===== src/rtl/uart_pkg.sv =====
// Shared UART transmit types: parity encodings, FSM states, latched frame config.
package uart_pkg;

    // Parity selection encodings; only odd/even put a parity bit in the frame.
    localparam logic [1:0] PAR_NONE = 2'b00;
    localparam logic [1:0] PAR_ODD  = 2'b01;
    localparam logic [1:0] PAR_EVEN = 2'b10;
    localparam logic [1:0] PAR_OFF  = 2'b11;

    typedef enum logic [2:0] {
        ST_IDLE   = 3'd0,
        ST_START  = 3'd1,
        ST_DATA   = 3'd2,
        ST_PARITY = 3'd3,
        ST_STOP   = 3'd4
    } tx_state_e;

    // Per-frame configuration captured at accept.
    typedef struct packed {
        logic [1:0] ptype;
        logic       stop2;
    } tx_cfg_t;

    // True when the parity encoding inserts a parity bit into the frame.
    function automatic logic has_parity(input logic [1:0] ptype);
        return (ptype == PAR_ODD) || (ptype == PAR_EVEN);
    endfunction

endpackage


===== src/rtl/tx_bit_timer.sv =====
// Baud counter: counts clk cycles within one serial bit (or two for a double stop).
module tx_bit_timer #(
    parameter int unsigned CLKS_PER_BIT = 16
) (
    input  logic clk,
    input  logic rst,
    input  logic clear,
    input  logic two_bits,
    output logic bit_end
);

    localparam int unsigned CNT_W = $clog2(2 * CLKS_PER_BIT);

    logic [CNT_W-1:0] cnt_q;
    logic [CNT_W-1:0] cnt_d;
    logic [CNT_W-1:0] term_c;

    // Terminal count for the current bit period; bit_end flags its last cycle.
    always_comb begin
        term_c  = two_bits ? CNT_W'(2 * CLKS_PER_BIT - 1) : CNT_W'(CLKS_PER_BIT - 1);
        bit_end = (cnt_q == term_c);
    end

    // Next count: restart on clear, saturate at terminal rather than wrap.
    always_comb begin
        cnt_d = cnt_q;
        if (clear) begin
            cnt_d = '0;
        end else if (cnt_q != term_c) begin
            cnt_d = cnt_q + CNT_W'(1);
        end
    end

    // Counter register.
    always_ff @(posedge clk) begin
        if (rst) begin
            cnt_q <= '0;
        end else begin
            cnt_q <= cnt_d;
        end
    end

endmodule


===== src/rtl/tx_frame_serializer.sv =====
// Serializes one frame: start bit, WIDTH data bits LSB first, optional parity, 1 or 2 stops.
module tx_frame_serializer
    import uart_pkg::*;
#(
    parameter int unsigned WIDTH        = 8,
    parameter int unsigned CLKS_PER_BIT = 16
) (
    input  logic             clk,
    input  logic             rst,
    input  logic             tx_valid,
    output logic             tx_ready,
    input  logic [WIDTH-1:0] data_in,
    input  logic [1:0]       parity_type,
    input  logic             stop2,
    output logic [WIDTH-1:0] data_hold,
    output logic [1:0]       type_hold,
    input  logic             parity_in,
    output logic             tx,
    output logic             busy,
    output logic             done
);

    localparam int unsigned BIT_W = (WIDTH > 1) ? $clog2(WIDTH) : 1;

    tx_state_e        state_q, state_d;
    logic [BIT_W-1:0] bit_q, bit_d;
    logic [WIDTH-1:0] data_hold_q, data_hold_d;
    tx_cfg_t          cfg_q, cfg_d;
    logic             parity_q, parity_d;
    logic             tx_q, tx_d;
    logic             busy_q, busy_d;
    logic             done_q, done_d;
    logic             ready_q, ready_d;

    logic             accept_c;
    logic             bit_end_c;
    logic             timer_clear_c;
    logic             two_bits_c;

    // Timer restarts at every bit boundary and is parked at zero while idle.
    always_comb begin
        accept_c      = tx_valid && ready_q;
        timer_clear_c = (state_q == ST_IDLE) || bit_end_c;
        two_bits_c    = (state_q == ST_STOP) && cfg_q.stop2;
    end

    tx_bit_timer #(
        .CLKS_PER_BIT (CLKS_PER_BIT)
    ) u_bit_timer (
        .clk      (clk),
        .rst      (rst),
        .clear    (timer_clear_c),
        .two_bits (two_bits_c),
        .bit_end  (bit_end_c)
    );

    // Next-state, capture and registered-output logic.
    always_comb begin
        state_d     = state_q;
        bit_d       = bit_q;
        data_hold_d = data_hold_q;
        cfg_d       = cfg_q;
        parity_d    = parity_q;
        tx_d        = 1'b1;
        busy_d      = 1'b0;
        done_d      = 1'b0;
        ready_d     = 1'b0;

        case (state_q)
            ST_IDLE: begin
                if (accept_c) begin
                    data_hold_d = data_in;
                    cfg_d.ptype = parity_type;
                    cfg_d.stop2 = stop2;
                    state_d     = ST_START;
                end
            end
            ST_START: begin
                if (bit_end_c) begin
                    state_d = ST_DATA;
                end
            end
            ST_DATA: begin
                if (bit_end_c) begin
                    if (bit_q == BIT_W'(WIDTH - 1)) begin
                        state_d = has_parity(cfg_q.ptype) ? ST_PARITY : ST_STOP;
                    end else begin
                        bit_d = bit_q + BIT_W'(1);
                    end
                end
            end
            ST_PARITY: begin
                if (bit_end_c) begin
                    state_d = ST_STOP;
                end
            end
            ST_STOP: begin
                if (bit_end_c) begin
                    state_d = ST_IDLE;
                end
            end
            default: begin
                state_d = ST_IDLE;
            end
        endcase

        // Bit index restarts whenever the state changes.
        if (state_d != state_q) begin
            bit_d = '0;
        end

        // Parity bit is captured once, as the PARITY state is entered.
        if ((state_d == ST_PARITY) && (state_q != ST_PARITY)) begin
            parity_d = parity_in;
        end

        // Line level for the cycle that follows this edge.
        case (state_d)
            ST_IDLE:   tx_d = 1'b1;
            ST_START:  tx_d = 1'b0;
            ST_DATA:   tx_d = data_hold_d[bit_d];
            ST_PARITY: tx_d = parity_d;
            ST_STOP:   tx_d = 1'b1;
            default:   tx_d = 1'b1;
        endcase

        busy_d  = (state_d != ST_IDLE);
        ready_d = (state_d == ST_IDLE);
        done_d  = (state_q == ST_STOP) && (state_d == ST_IDLE);
    end

    // State and output registers; reset aborts any frame without a done pulse.
    always_ff @(posedge clk) begin
        if (rst) begin
            state_q     <= ST_IDLE;
            bit_q       <= '0;
            data_hold_q <= '0;
            cfg_q       <= '0;
            parity_q    <= 1'b0;
            tx_q        <= 1'b1;
            busy_q      <= 1'b0;
            done_q      <= 1'b0;
            ready_q     <= 1'b1;
        end else begin
            state_q     <= state_d;
            bit_q       <= bit_d;
            data_hold_q <= data_hold_d;
            cfg_q       <= cfg_d;
            parity_q    <= parity_d;
            tx_q        <= tx_d;
            busy_q      <= busy_d;
            done_q      <= done_d;
            ready_q     <= ready_d;
        end
    end

    // Output mapping.
    always_comb begin
        tx        = tx_q;
        busy      = busy_q;
        done      = done_q;
        tx_ready  = ready_q;
        data_hold = data_hold_q;
        type_hold = cfg_q.ptype;
    end

endmodule


===== config.mk =====
export PLATFORM = sky130hd
export DESIGN_NAME = tx_frame_serializer
export DESIGN_NICKNAME = d
export VERILOG_FILES = /design/src/rtl/uart_pkg.sv /design/src/rtl/tx_bit_timer.sv /design/src/rtl/tx_frame_serializer.sv
export SDC_FILE = /design/constraint.sdc
export NUM_CORES = 1
export LEC_CHECK = 0
export ABC_AREA = 1
export CAP_MARGIN = 20
export CORE_MARGIN = 4
export CORE_UTILIZATION = 50
export CTS_BUF_LIST = sky130_fd_sc_hd__clkbuf_4 sky130_fd_sc_hd__clkbuf_8
export CTS_CLUSTER_DIAMETER = 200
export DETAILED_ROUTE_END_ITERATION = 7
export GPL_TIMING_DRIVEN = 1
export PLACE_DENSITY = 0.78
export SLEW_MARGIN = 10
export SYNTH_ARGS = -nofsm -noshare
export SYNTH_HDL_FRONTEND = slang
export SYNTH_HIERARCHICAL = 1
export SYNTH_SLANG_ARGS = --single-unit
export TNS_END_PERCENT = 30

===== constraint.sdc =====
create_clock -name clk -period 6.3 [get_ports clk]
set_input_delay 0.63 -clock clk [delete_from_list [all_inputs] [get_ports clk]]
set_output_delay 0.63 -clock clk [all_outputs]
set_load 0.02 [all_outputs]

=== After elaboration in Yosys (flattened, before gate mapping) ===
Cells that the tools add are included.

* Output and inout bits: 14
* Logic and storage cells: 58
* Bits in registers: 27
* Bits in writable memories: 0
* Input port bits: 15
* ROM bits: 0
* Memories: 0
* Bits in latches: 0

* Eq/ne operators: 14
* Divide/modulo/power cells: 0
* Multipliers: 0
* Add/sub/neg operators: 2
* Multiplexer cells: 19
* Shift operators: 0
* Bitwise logic cells: 0
* Order comparisons: 1
* Reduce and logical (&&, ||, !) cells: 11

{| class="wikitable"
|+ Operators with widths
! kind !! count
|-
| 3-bit 2-to-1 mux || 11
|-
| 8-bit 2-to-1 mux || 2
|-
| 3-bit one-hot mux with 5 select lines || 1
|-
| 3-bit by 2-bit == test with 1-bit output (second input constant) || 4
|-
| 3-bit by 1-bit == test with 1-bit output (second input constant) || 2
|-
| 3-bit == test (second input constant) || 2
|-
| 3-bit logical NOT || 2
|-
| 5-bit by 1-bit adder with 5-bit output (second input constant) || 1
|-
| 5-bit == test || 1
|-
| 5-bit 2-to-1 mux || 1
|-
| 5-bit inequality test || 1
|-
| 1-bit logical AND || 4
|-
| 3-bit by 4-bit less-than comparator with 1-bit output (second input constant) || 1
|-
| 3-bit by 1-bit adder with 3-bit output (second input constant) || 1
|-
| 1-bit binary-select mux with 3-bit select || 1
|-
| 3-bit by 2-bit inequality test with 1-bit output (second input constant) || 1
|-
| 3-bit inequality test || 1
|-
| 1-bit one-hot mux with 3 select lines || 1
|-
| 3-bit nonzero test || 1
|-
| 2-bit by 1-bit == test with 1-bit output (second input constant) || 1
|-
| 2-bit == test (second input constant) || 1
|-
| 1-bit logical OR || 2
|-
| 1-bit 2-to-1 mux || 2
|-
| 2-bit AND reduction || 1
|-
| 2-bit OR reduction || 1
|}

=== Depth between registers and ports, before layout ===
* Depth after elaboration: 11
* Gate-level depth with buffers: 19
* Mapped depth without buffers: 19

=== By module ===
The synthesis kept the hierarchy.

{| class="wikitable"
|+ By module, submodules not included
! module !! sequential area each (um^2) !! cells an instance !! times used !! area an instance (um^2)
|-
| tx_frame_serializer || 440.4 || 149 || 1 || 1166.1
|-
| tx_bit_timer || 100.1 || 42 || 1 || 276.5
|}

=== Worst setup path after synthesis ===
Ideal clock, no wire load.

* Kind: flip-flop to flip-flop
* Start: register state_q[0]
* End: register tx_q, in the netlist tx
* Library setup time: 113 ps
* Arrival: 2076 ps
* Required time: 6187 ps
* Period minus slack after synthesis: 2190 ps
* Path buffers: 0
* Cell stages (with the launch flop): 19
* Slack: 4110 ps
* Cells stage by stage: dfxtp_1 nor2_4 nand2_2 nor2_1 inv_1 nand2_1 nand2_1 nor2_4 inv_2 nor2_4 nand3_2 nand3_2 nand2_4 nand3_4 nand2_1 nand3_1 nand3_1 nand3_1 nand2_1

* Word-level cells in the longest chain between the ends: 11
* Elaborated cells between the ends (all ways): 29
* Classes of those cells: 10 x eq/ne; 16 x mux; 3 x reduce/logical

{| class="wikitable"
|+ RTL lines
! element !! RTL line !! RTL
|-
| start, declared || tx_frame_serializer.sv:25 || <nowiki>tx_state_e state_q, state_d;</nowiki>
|-
| start signal, assigned || tx_frame_serializer.sv:145 || <nowiki>state_q <= state_d;</nowiki>
|-
| 3-bit == test * || tx_frame_serializer.sv:44 || <nowiki>two_bits_c = (state_q == ST_STOP) && cfg_q.stop2;</nowiki>
|-
| 1-bit logical AND * || tx_frame_serializer.sv:44 ||
|-
| via two_bits_c || tx_frame_serializer.sv:38 || <nowiki>logic two_bits_c;</nowiki>
|-
| 5-bit 2-to-1 mux * || tx_bit_timer.sv:20 || <nowiki>term_c = two_bits ? CNT_W'(2 * CLKS_PER_BIT - 1) : CNT_W'(CLKS_PER_BIT - 1);</nowiki>
|-
| 5-bit == test * || tx_bit_timer.sv:21 || <nowiki>bit_end = (cnt_q == term_c);</nowiki>
|-
| via bit_end_c || tx_frame_serializer.sv:36 || <nowiki>logic bit_end_c;</nowiki>
|-
| 3-bit 2-to-1 mux, on equally long branches || n/a ||
|-
| 3-bit one-hot mux with 5 select lines || tx_frame_serializer.sv:69 || <nowiki>case (state_q)</nowiki>
|-
| 3-bit inequality test || tx_frame_serializer.sv:108 || <nowiki>if (state_d != state_q) begin</nowiki>
|-
| 3-bit 2-to-1 mux || tx_frame_serializer.sv:108 ||
|-
| 1-bit binary-select mux with 3-bit select || tx_frame_serializer.sv:121 || <nowiki>ST_DATA: tx_d = data_hold_d[bit_d];</nowiki>
|-
| 1-bit 2-to-1 mux (implied by the code) || tx_frame_serializer.sv:121 ||
|-
| 1-bit one-hot mux with 3 select lines * || tx_frame_serializer.sv:118 || <nowiki>case (state_d)</nowiki>
|-
| end signal, assigned || tx_frame_serializer.sv:150 || <nowiki>tx_q <= tx_d;</nowiki>
|-
| end, declared || tx_frame_serializer.sv:30 || <nowiki>logic tx_q, tx_d;</nowiki>
|}

The timed path passes the listed nets; every way through them passes the cells marked *. The select of a mux whose other input is x is not followed.
A chain may end at the register's enable or synchronous reset.

=== Final worst setup path ===
Ends and elaborated chain as after synthesis.

==> flow_metrics.env <==
export IMPL_post_cts_setup_buffers=0
export IMPL_viasPerCell=5.32
export IMPL_ir_drop_mv=0.163
export IMPL_htree_num_levels=1
export IMPL_synth_area_per_cell_sq_um=7.55
export IMPL_dpl_hpwl_um=2430
export IMPL_yosys_top_cells_area="dfxtp_1 (37%), nand2_1 (8.3%), nor2_1 (7.0%)"
export IMPL_final_min_clock_period_ps=2500
export IMPL_fin_skew_ps=8.84
export IMPL_path_class="reg2reg"
export IMPL_insertion_delay_ps=330
export IMPL_drt_pass1_iter_count=4
export IMPL_worstMarginPinSlew_ps=722
export IMPL_place_congestion=0.861
export IMPL_start_kind="register"
export IMPL_rsz0062_at_grt="false"
export IMPL_synth_seq_cells=27
export IMPL_drtAntennaViolNets=0
export IMPL_cts_root_buffer="clkbuf_4"
export IMPL_cp_data_arrival_time_ps=2750
export IMPL_drtIter0Drc=45
export IMPL_grt_pass1_wl_um=5400
export IMPL_num_vias=1325
export IMPL_grt_pass1_vias=1359
export IMPL_drv_slew=0
export IMPL_place_inst=245
export IMPL_worstPathRequired_ps=6550
export IMPL_finalSetupViolations=0
export IMPL_synth_nets=208
export IMPL_crit_family="simple AND/OR/NAND/NOR gates"
export IMPL_antenna_found_initial=0
export IMPL_ys_seq_area_share_pct=37.5
export IMPL_die_height_um=61.7
export IMPL_max_cap_violations=0
export IMPL_stdcell_count=249
export IMPL_final_cell_mix="nand2_1 (32), clkdlybuf4s50_1 (28), nor2_1 (27), dfxtp_1 (27), inv_1 (18)"
export IMPL_io_buffers=28
export IMPL_final_hold_viol_count=0
export IMPL_core_area_sq_um=2760
export IMPL_grt_max_degree=19
export IMPL_postCtsHoldBufs=0
export IMPL_fin_area_sq_um=1760
export IMPL_cts_tree="done"
export IMPL_die_area_sq_um=3810
export IMPL_yosys_area_top_type_share_pct=37.5
export IMPL_cts_buffer_depth=2
export IMPL_path_max_fanout=10
export IMPL_pin_count=29
export IMPL_die_w_um=61.7
export IMPL_antenna_cells=0
export IMPL_syn_area_sq_um=1440
export IMPL_start_util_pct=52.3
export IMPL_run_status="finished clean"
export IMPL_ys_warn_count=6
export IMPL_worstSetupEndpointType="register"
export IMPL_crit_top_cell="nand2_1"
export IMPL_gr_total_overflow=0
export IMPL_setup_ws_ps=3800
export IMPL_yosysUniqueCellTypes=28
export IMPL_critPathMaxStageDelay_ps=430
export IMPL_drive_above_1_share_pct=16.1
export IMPL_n_fill_cell=249
export IMPL_max_slew_margin_rel_pct=51.7
export IMPL_dp_slack_ps=3810
export IMPL_drc=0
export IMPL_hp_class="reg2reg"
export IMPL_critPathBufInv=2
export IMPL_rows=19
export IMPL_timing_final_crit_share_pct=39.7
export IMPL_cts_buffers=3
export IMPL_layout_commonest_cell="nand2_1"
export IMPL_num_nets_final=236
export IMPL_cp_slowest_cell="dfxtp_1"
export IMPL_post_dp_cell_area_sq_um=1730
export IMPL_clock_sinks=27
export IMPL_drt_total_wl_um=3070
export IMPL_yosys_area_top_type="dfxtp_1"
export IMPL_syn_inst=191
export IMPL_fin_tns_setup_ps=0
export IMPL_syn2layout_area_growth_pct=22.3
export IMPL_cts_resized=0
export IMPL_grt_use_total_pct=19.0
export IMPL_cts_clk_slew_worst_paths_ps=140
export IMPL_power_density_nw_per_um2=200
export IMPL_path_cells="nor2_4 > nand2_2 > nor2_1 > inv_1 > nand2_1 > nand2_1 > nor2_4 > inv_2 > nor2_4 > nand3_2 > nand3_2 > nand2_4 > nand3_4 > nand2_1 > nand3_1 > nand3_1 > nand3_1 > nand2_1"
export IMPL_power_leakage_nw=0.751
export IMPL_fmax_mhz=400
export IMPL_post_drt_wl_per_cell_um=12.3
## routing by layer
layer	GRT usage [%]	vias up	wire length [um]
met5	0	-	0
met1	21.1	606	1280
met4	10.3	0	81
met3	3.72	9	145
met2	33.9	36	1560
li1	-	674	-
## worst register-to-register path, stage by stage, from the launching register on
cell	delay, ps
dfxtp_1	430
nor2_4	190
nand2_2	90
nor2_1	190
inv_1	90
nand2_1	70
nand2_1	90
nor2_4	230
inv_2	120
nor2_4	150
nand3_2	130
nand3_2	120
nand2_4	90
nand3_4	90
nand2_1	70
nand3_1	80
nand3_1	70
nand3_1	80
nand2_1	50
## stage by stage
| step | power, mW | util (%) | hold slack [ps] |
|---|---|---|---|
| 2_1_floorplan | 0.243 | - | 430 |
| 3_5_place_dp | 0.275 | 62.9 | 503 |
| 5_1_grt | 0.372 | 64.0 | 551 |
| 6_report | 0.352 | 64.0 | 520 |
| 3_3_place_gp | 0.272 | 62.9 | 477 |
| 4_1_cts | 0.356 | 64.0 | 527 |
## final cells by class
| cell class | instances | area, sq um | area share, % |
|---|---|---|---|
| inverters | 25 | 93.8 | 5.32 |
| clock buffers | 4 | 30.0 | 1.70 |
| repair buffers | 28 | 280 | 15.9 |
| multi-input cells | 134 | 781 | 44.3 |
| well taps | 31 | 38.8 | 2.20 |
| flip-flops and latches | 27 | 541 | 30.6 |
## final timing paths
check / start / endpoint / slack [ps] / cells after the start
worst max-delay path: state_q[0] / tx / 3800 / 18
worst min register to register: cfg_q[0] / cfg_q[0] / 520 / 2
worst max register to register: state_q[0] / tx / 3800 / 18
worst min-delay path: cfg_q[0] / cfg_q[0] / 520 / 2
## kinds of logic after synthesis
group           synth area share (%)
fa+ha+maj                       1.73
flops                           37.5
compound gates                  6.85
buf+inv                         8.41
mux                             3.47
simple gates                    41.5
xor+xnor                       0.607
## sequential cells by signal (all words and copies together) (netlist names)
signal	count
data_hold	8
state_q	3
done	1
tx	1
parity_q	1
tx_ready	1
bit_q	3
cfg_q	1
busy	1
u_bit_timer/cnt_q	5
type_hold	2
## cells in the mapped netlist
library cell and instances:
a211oi_1 1, a21oi_1 5, a31o_2 1, buf_2 1
buf_4 2, clkbuf_1 2, dfxtp_1 27, ha_1 2
inv_1 18, inv_2 7, mux2i_1 5, nand2_1 32
nand2_2 6, nand2_4 2, nand3_1 14, nand3_2 6
nand3_4 3, nand4_1 6, nor2_1 27, nor2_2 1
nor2_4 4, nor3_1 2, nor3_2 1, o21ai_0 7
o21ai_1 3, o31ai_1 1, or2_0 4, xnor2_1 1
## report_power, final
| group | leakage [nW] | internal (mW) | switching (mW) |
|---|---|---|---|
| Combinational | 0.512 | 0.0365 | 0.0468 |
| Clock | 0.0184 | 0.0292 | 0.0512 |
| Sequential | 0.221 | 0.181 | 0.00723 |
| Total | 0.751 | 0.247 | 0.105 |
Note: power is estimated with default switching activity, not from simulation.
